==> config.mk <==
export PLATFORM = sky130hd
export DESIGN_NAME = vga_sync_gen
export DESIGN_NICKNAME = d
export VERILOG_FILES = /design/src/rtl/vga_pkg.sv /design/src/rtl/vga_axis_counter.sv /design/src/rtl/vga_sync_gen.sv
export SDC_FILE = /design/constraint.sdc
export NUM_CORES = 1
export LEC_CHECK = 0
export BUFFER_PORTS_ARGS = -buffer_cell sky130_fd_sc_hd__buf_2
export CAP_MARGIN = 20
export CORE_MARGIN = 8
export CORE_UTILIZATION = 60
export CTS_BUF_LIST = sky130_fd_sc_hd__clkbuf_2
export DETAILED_ROUTE_END_ITERATION = 8
export PLACE_DENSITY = 0.83
export SETUP_SLACK_MARGIN = 0.4
export SLEW_MARGIN = 20
export SYNTH_ARGS = -nofsm -noshare
export SYNTH_HDL_FRONTEND = slang
export SYNTH_SLANG_ARGS = --single-unit
export TNS_END_PERCENT = 10
==> constraint.sdc <==
create_clock -name clk -period 4 [get_ports clk]
set_input_delay 0.6 -clock clk [delete_from_list [all_inputs] [get_ports clk]]
set_output_delay 0.6 -clock clk [all_outputs]
set_load 0.05 [all_outputs]
==> src/rtl/vga_pkg.sv <==
// Shared raster-timing definitions for the VGA sync generator slice:
// phase encoding, default 640x480@60 timing and coordinate width.
package vga_pkg;

   localparam int COORD_W   = 11;
   localparam int COORD_MAX = (1 << COORD_W) - 1;

   localparam int DEF_H_ACTIVE = 640;
   localparam int DEF_H_FRONT  = 16;
   localparam int DEF_H_SYNC   = 96;
   localparam int DEF_H_BACK   = 48;
   localparam int DEF_V_ACTIVE = 480;
   localparam int DEF_V_FRONT  = 10;
   localparam int DEF_V_SYNC   = 2;
   localparam int DEF_V_BACK   = 33;

   typedef enum logic [1:0] {ACTIVE, FRONT, SYNC, BACK} sync_phase_t;

   // Electrical level of a sync line given whether the pulse is asserted.
   function automatic logic sync_level(input logic asserted, input logic active_low);
      return asserted ^ active_low;
   endfunction

endpackage

==> src/rtl/vga_axis_counter.sv <==
// One raster axis: position counter plus ACTIVE/FRONT/SYNC/BACK phase FSM.
// count_o is the registered position; count_next_o/phase_o expose the
// next-state values so the parent can register flags aligned to count_o.
// wrap_o is combinational and marks the step that returns the count to 0.
module vga_axis_counter
   import vga_pkg::*;
#(
   parameter int ACTIVE_LEN = DEF_H_ACTIVE,
   parameter int FRONT_LEN  = DEF_H_FRONT,
   parameter int SYNC_LEN   = DEF_H_SYNC,
   parameter int BACK_LEN   = DEF_H_BACK
) (
   input  logic               clk,
   input  logic               resetN,
   input  logic               step_i,
   input  logic               clear_i,
   output logic [COORD_W-1:0] count_o,
   output logic [COORD_W-1:0] count_next_o,
   output logic [1:0]         phase_o,
   output logic               wrap_o
);

   localparam int TOTAL = ACTIVE_LEN + FRONT_LEN + SYNC_LEN + BACK_LEN;
   localparam logic [COORD_W-1:0] LAST     = COORD_W'(TOTAL - 1);
   localparam logic [COORD_W-1:0] FRONT_AT = COORD_W'(ACTIVE_LEN);
   localparam logic [COORD_W-1:0] SYNC_AT  = COORD_W'(ACTIVE_LEN + FRONT_LEN);
   localparam logic [COORD_W-1:0] BACK_AT  = COORD_W'(ACTIVE_LEN + FRONT_LEN + SYNC_LEN);

   logic [COORD_W-1:0] count_q, count_d;
   sync_phase_t        phase_q, phase_d;
   logic               at_last;

   // State register: position and phase.
   always_ff @(posedge clk or negedge resetN) begin
      if (!resetN) begin
         count_q <= '0;
         phase_q <= ACTIVE;
      end else begin
         count_q <= count_d;
         phase_q <= phase_d;
      end
   end

   // Next position and phase; phase boundaries are tested on the next count.
   always_comb begin
      at_last = (count_q == LAST);
      count_d = count_q;
      phase_d = phase_q;
      if (clear_i) begin
         count_d = '0;
         phase_d = ACTIVE;
      end else if (step_i) begin
         count_d = at_last ? '0 : count_q + 1'b1;
         case (phase_q)
            ACTIVE:  if (count_d == FRONT_AT) phase_d = FRONT;
            FRONT:   if (count_d == SYNC_AT)  phase_d = SYNC;
            SYNC:    if (count_d == BACK_AT)  phase_d = BACK;
            BACK:    if (at_last)             phase_d = ACTIVE;
            default: phase_d = ACTIVE;
         endcase
      end
   end

   // Outputs: registered count, next-state views and the wrap strobe.
   always_comb begin
      count_o      = count_q;
      count_next_o = count_d;
      phase_o      = phase_d;
      wrap_o       = step_i & ~clear_i & at_last;
   end

endmodule

==> src/rtl/vga_sync_gen.sv <==
// VGA raster timing generator: pixel coordinates, HSYNC/VSYNC, display
// active and frame/line markers, all registered and aligned to pixelX/pixelY.
// Optional build macro VGA_SYNC_PIXDIV2_EN: internal divide-by-2 so the
// raster advances on alternate enabled clocks (pulses then last 2 clocks).
module vga_sync_gen
   import vga_pkg::*;
#(
   parameter int H_ACTIVE        = DEF_H_ACTIVE,
   parameter int H_FRONT         = DEF_H_FRONT,
   parameter int H_SYNC          = DEF_H_SYNC,
   parameter int H_BACK          = DEF_H_BACK,
   parameter int V_ACTIVE        = DEF_V_ACTIVE,
   parameter int V_FRONT         = DEF_V_FRONT,
   parameter int V_SYNC          = DEF_V_SYNC,
   parameter int V_BACK          = DEF_V_BACK,
   parameter int SYNC_ACTIVE_LOW = 1
) (
   input  logic               clk,
   input  logic               resetN,
   input  logic               enable,
   output logic [COORD_W-1:0] pixelX,
   output logic [COORD_W-1:0] pixelY,
   output logic               hsync,
   output logic               vsync,
   output logic               displayActive,
   output logic               startOfFrame,
   output logic               endOfLine
);

   localparam int H_TOTAL = H_ACTIVE + H_FRONT + H_SYNC + H_BACK;
   localparam int V_TOTAL = V_ACTIVE + V_FRONT + V_SYNC + V_BACK;
   localparam logic ACT_LOW   = (SYNC_ACTIVE_LOW != 0);
   localparam logic SYNC_IDLE = sync_level(1'b0, ACT_LOW);
   localparam logic [COORD_W-1:0] H_ACT_C = COORD_W'(H_ACTIVE);
   localparam logic [COORD_W-1:0] V_ACT_C = COORD_W'(V_ACTIVE);
   localparam logic [COORD_W-1:0] H_LAST  = COORD_W'(H_TOTAL - 1);

   if (H_TOTAL > COORD_MAX || V_TOTAL > COORD_MAX) begin : g_total_chk
      $error("vga_sync_gen: H_TOTAL/V_TOTAL must not exceed %0d", COORD_MAX);
   end
   if (H_ACTIVE < 1 || H_FRONT < 1 || H_SYNC < 1 || H_BACK < 1 ||
       V_ACTIVE < 1 || V_FRONT < 1 || V_SYNC < 1 || V_BACK < 1) begin : g_len_chk
      $error("vga_sync_gen: every timing parameter must be at least 1");
   end

   logic adv;

`ifdef VGA_SYNC_PIXDIV2_EN
   logic div_q, div_d;

   // Pixel-rate divider: toggles on enabled clocks, holds when frozen.
   always_ff @(posedge clk or negedge resetN) begin
      if (!resetN) div_q <= 1'b0;
      else         div_q <= div_d;
   end

   assign div_d = enable ? ~div_q : div_q;
   assign adv   = enable & div_q;
`else
   assign adv = enable;
`endif

   // Counters reset to 0,0 but the first advance after reset must present
   // 0,0 with startOfFrame, so that advance primes run_q instead of stepping.
   logic run_q, run_d;
   logic step;
   logic [COORD_W-1:0] h_next, v_next;
   logic [1:0] h_ph, v_ph;
   logic h_wrap, v_wrap;

   assign step = adv & run_q;

   vga_axis_counter #(
      .ACTIVE_LEN(H_ACTIVE), .FRONT_LEN(H_FRONT),
      .SYNC_LEN(H_SYNC),     .BACK_LEN(H_BACK)
   ) u_h (
      .clk(clk), .resetN(resetN), .step_i(step), .clear_i(1'b0),
      .count_o(pixelX), .count_next_o(h_next), .phase_o(h_ph), .wrap_o(h_wrap)
   );

   vga_axis_counter #(
      .ACTIVE_LEN(V_ACTIVE), .FRONT_LEN(V_FRONT),
      .SYNC_LEN(V_SYNC),     .BACK_LEN(V_BACK)
   ) u_v (
      .clk(clk), .resetN(resetN), .step_i(h_wrap), .clear_i(1'b0),
      .count_o(pixelY), .count_next_o(v_next), .phase_o(v_ph), .wrap_o(v_wrap)
   );

   logic hsync_q, hsync_d, vsync_q, vsync_d, da_q, da_d;
   logic sof_q, sof_d, eol_q, eol_d;

   // Output flag registers, aligned with the counter registers.
   always_ff @(posedge clk or negedge resetN) begin
      if (!resetN) begin
         run_q   <= 1'b0;
         hsync_q <= SYNC_IDLE;
         vsync_q <= SYNC_IDLE;
         da_q    <= 1'b0;
         sof_q   <= 1'b0;
         eol_q   <= 1'b0;
      end else begin
         run_q   <= run_d;
         hsync_q <= hsync_d;
         vsync_q <= vsync_d;
         da_q    <= da_d;
         sof_q   <= sof_d;
         eol_q   <= eol_d;
      end
   end

   // Flag next-state: decoded from the counters' next values on an advance.
   always_comb begin
      run_d   = run_q | adv;
      hsync_d = hsync_q;
      vsync_d = vsync_q;
      da_d    = da_q;
      sof_d   = sof_q;
      eol_d   = eol_q;
      if (!enable) begin
         sof_d = 1'b0;
         eol_d = 1'b0;
      end else if (adv) begin
         hsync_d = sync_level(h_ph == SYNC, ACT_LOW);
         vsync_d = sync_level(v_ph == SYNC, ACT_LOW);
         da_d    = (h_next < H_ACT_C) && (v_next < V_ACT_C);
         sof_d   = ~run_q | (h_wrap & v_wrap);
         eol_d   = (h_next == H_LAST);
      end
   end

   assign hsync         = hsync_q;
   assign vsync         = vsync_q;
   assign displayActive = da_q;
   assign startOfFrame  = sof_q;
   assign endOfLine     = eol_q;

endmodule

==> flow_metrics.env <==
export IMPL_reported_max_cap_violation_count=0
export IMPL_yosys_area_top_type="dfrtp_1"
export IMPL_result_of_the_run="complete, no violations"
export IMPL_cts_tree="done"
export IMPL_drive_gt1_share_pct=20.3
export IMPL_synth_edff_count=0
export IMPL_timing_final_crit_share_pct=75.9
export IMPL_finalWirelength_um=4910
export IMPL_setup_crit_path_kind="reg -> reg"
export IMPL_power_leakage_nw=0.959
export IMPL_synth_cell_area_um2=2120
export IMPL_number_of_violations_reported_at_the_end_of_detailed_routing_iteration_0=186
export IMPL_ant_nets=0
export IMPL_die_height_um=75.5
export IMPL_detailed_place_area_um2=2250
export IMPL_ir_worst_vdd_uv=273
export IMPL_syn_num_nets=245
export IMPL_layout_setup_ws_ns=0.963
export IMPL_dp_hpwl_um=3550
export IMPL_grt_max_degree=33
export IMPL_cts_resized_gates=0
export IMPL_clock_pin_slew_reported_for_the_worst_setup_and_hold_paths_after_clock_tree_synthesis_ns=0.16
export IMPL_critPathSlowestCell="or4_1"
export IMPL_post_synth_num_cell_types=59
export IMPL_synth_async_reset_ratio_pct=100
export IMPL_drc_errors=0
export IMPL_diodes=0
export IMPL_area_delta_synth_final_pct=7.54
export IMPL_placement_setup_worst_slack_ns=1.01
export IMPL_slew_viol_final=0
export IMPL_cts_hold_buf=0
export IMPL_timing_critical_path_slowest_cell_delay_ns=0.71
export IMPL_yosysWarnings=0
export IMPL_critical_path_n_buffers_inverters=0
export IMPL_r2r_setup_slack_ns=0.96
export IMPL_final_hold_violation_count=0
export IMPL_tritoncts_num_sinks=32
export IMPL_io_buffers=29
export IMPL_worst_path_dominant_cell_family="simple AND/OR/NAND/NOR gates"
export IMPL_initial_core_utilization_pct=63.1
export IMPL_final_setup_tns_ns=0
export IMPL_clk_root_buffer_cell="clkbuf_2"
export IMPL_cp_end_kind="flip-flop"
export IMPL_cts_max_level=2
export IMPL_r2r_start="u_h.count_o[0]"
export IMPL_worstPathCellList="ha_1 > nand4_4 > or4_1 > a211oi_2 > a31oi_1 > or3_4 > mux2i_1 > a211oi_2 > o22a_1"
export IMPL_synth_top_cells_by_area="dfrtp_1, o21ai_0, nand2_1"
export IMPL_die_w_um=75.5
export IMPL_viasPerCell=6.16
export IMPL_design_portCount=30
export IMPL_worst_ep_arrival_time_ns=3.37
export IMPL_instances_no_fill=307
export IMPL_reg2regPathDepth=9
export IMPL_p_total_mw=0.854
export IMPL_route_vias_total=1891
export IMPL_globalRouteOverflowTotal=0
export IMPL_routabilityCongestion=0.928
export IMPL_postSynthRegisterBits=32
export IMPL_dp_cells=299
export IMPL_grt_setup_unrepaired="false"
export IMPL_critPathMaxFanout=7
export IMPL_wire_per_inst_um=16.0
export IMPL_drtPass1Iterations=4
export IMPL_worst_r2r_end="hsync"
export IMPL_timing_hold_worst_class="in -> async"
export IMPL_synthesis_area_per_instance_um2=8.92
export IMPL_cts_setup_buffers=0
export IMPL_clock_fmax_mhz=329
export IMPL_antenna_found_initial=0
export IMPL_power_density_nw_per_um2=374
export IMPL_postSynthCellCount=238
export IMPL_max_slew_margin_rel_pct=55.2
export IMPL_synth_top_cell_area_share_pct=35.4
export IMPL_fin_skew_ns=0.0172
export IMPL_grt_usage_pct=18.5
export IMPL_yosysMostFrequentCell="dfrtp_1"
export IMPL_min_period_ns=3.04
export IMPL_clk_path_buf_depth=2
export IMPL_timing_worst_slew_pin_value_ns=0.672
export IMPL_floorplan_die_area_um2=5700
export IMPL_grt_pass1_wl_um=8180
export IMPL_worstSetupStartpointType="flip-flop"
export IMPL_row_count=21
export IMPL_cp_data_required_time_ns=4.33
export IMPL_cpMostUsedCell="a211oi_2"
export IMPL_nets=267
export IMPL_number_of_buffers_created_by_cts=5
export IMPL_placeableCoreArea_um2=3360
export IMPL_grt_pass1_vias=1736
export IMPL_finalSetupViolCount=0
export IMPL_synth_top_cells_by_count="dfrtp_1, nand2_1, o21ai_0, nor2_1, a31oi_1"
export IMPL_synth_ff_type="dfrtp_1"
export IMPL_postLayoutCellArea_um2=2280
export IMPL_clock_insertion_delay_worst_skew_ns=0.38
export IMPL_synth_yosys_seq_area_share_pct=37.8
## cell usage in the layout, fill, tap and decap left out, drive strengths merged, types with 6 or more instances in the layout
cell     n
xnor2    6
nor2    13
nand2   28
inv      8
nand3    9
xor2     7
a21oi    6
dfrtp   30
nor3     8
a31oi   11
o21ai   23
nand4    6
clkbuf   6
buf     31
## worst max-delay path by stage
stage | startpoint | endpoint | slack, ns | cells past startpoint
floorplan | u_h.count_o[0] | hsync | 0.89 | 10
detailed placement | u_h.count_o[0] | hsync | 1.01 | 9
global placement | u_h.count_o[0] | displayActive | 1.01 | 7
finish | u_h.count_o[0] | hsync | 0.96 | 9
global route | u_v.count_o[0] | vsync | 0.78 | 9
CTS | u_h.count_o[1] | hsync | 0.99 | 9
## cells by family after synthesis
logic type               Yosys count  share of synthesized area [%]
flip-flops                        32                           37.8
AND/OR/NAND/NOR                   98                           26.0
XOR/XNOR                          13                           5.36
AO/OA/AOI/OAI                     66                           22.1
multiplexers                       1                          0.471
adder cells (fa/ha/maj)            4                           2.36
buffers and inverters             24                           5.89
## power breakdown
part	total, mW	internal, mW	leakage [nW]	switching [mW]
clock network	0.150	0.0420	0.0281	0.108
logic	0.284	0.0797	0.510	0.204
registers	0.420	0.352	0.421	0.0682
total	0.854	0.474	0.959	0.380
## layout make-up
| cell class | count | area [µm²] |
|---|---|---|
| flip-flops and latches | 32 | 803 |
| well taps | 46 | 57.6 |
| multi-input cells | 182 | 1190 |
| clock buffers | 6 | 30.0 |
| fillers | 304 | 1080 |
| repair buffers | 31 | 160 |
| clock inverters | 2 | 7.51 |
| inverters | 8 | 30.0 |
## sequential cells by signal, indices dropped and copies added (netlist names), 2 cells and up
register,flops
u_v.phase_q,2
u_h.count_o,11
u_v.count_o,11
u_h.phase_q,2
## metal layers
metal / vias up / GRT usage (%) / share of wire, %
li1: 925 / - / -
met1: 876 / 24.6 / 44
met2: 81 / 28.5 / 46
met3: 9 / 4.61 / 8.1
met4: 0 / 6.61 / 1.4
met5: - / 0 / 0
## per-stage QoR
stage	hold WS, ns	utilization [%]
6_report	0.236	67.9
5_1_grt	0.273	67.9
4_1_cts	0.249	67.9
3_5_place_dp	0.485	66.8
3_3_place_gp	0.485	66.8
2_1_floorplan	0.304	-
Power figures use the tool's default switching activity.
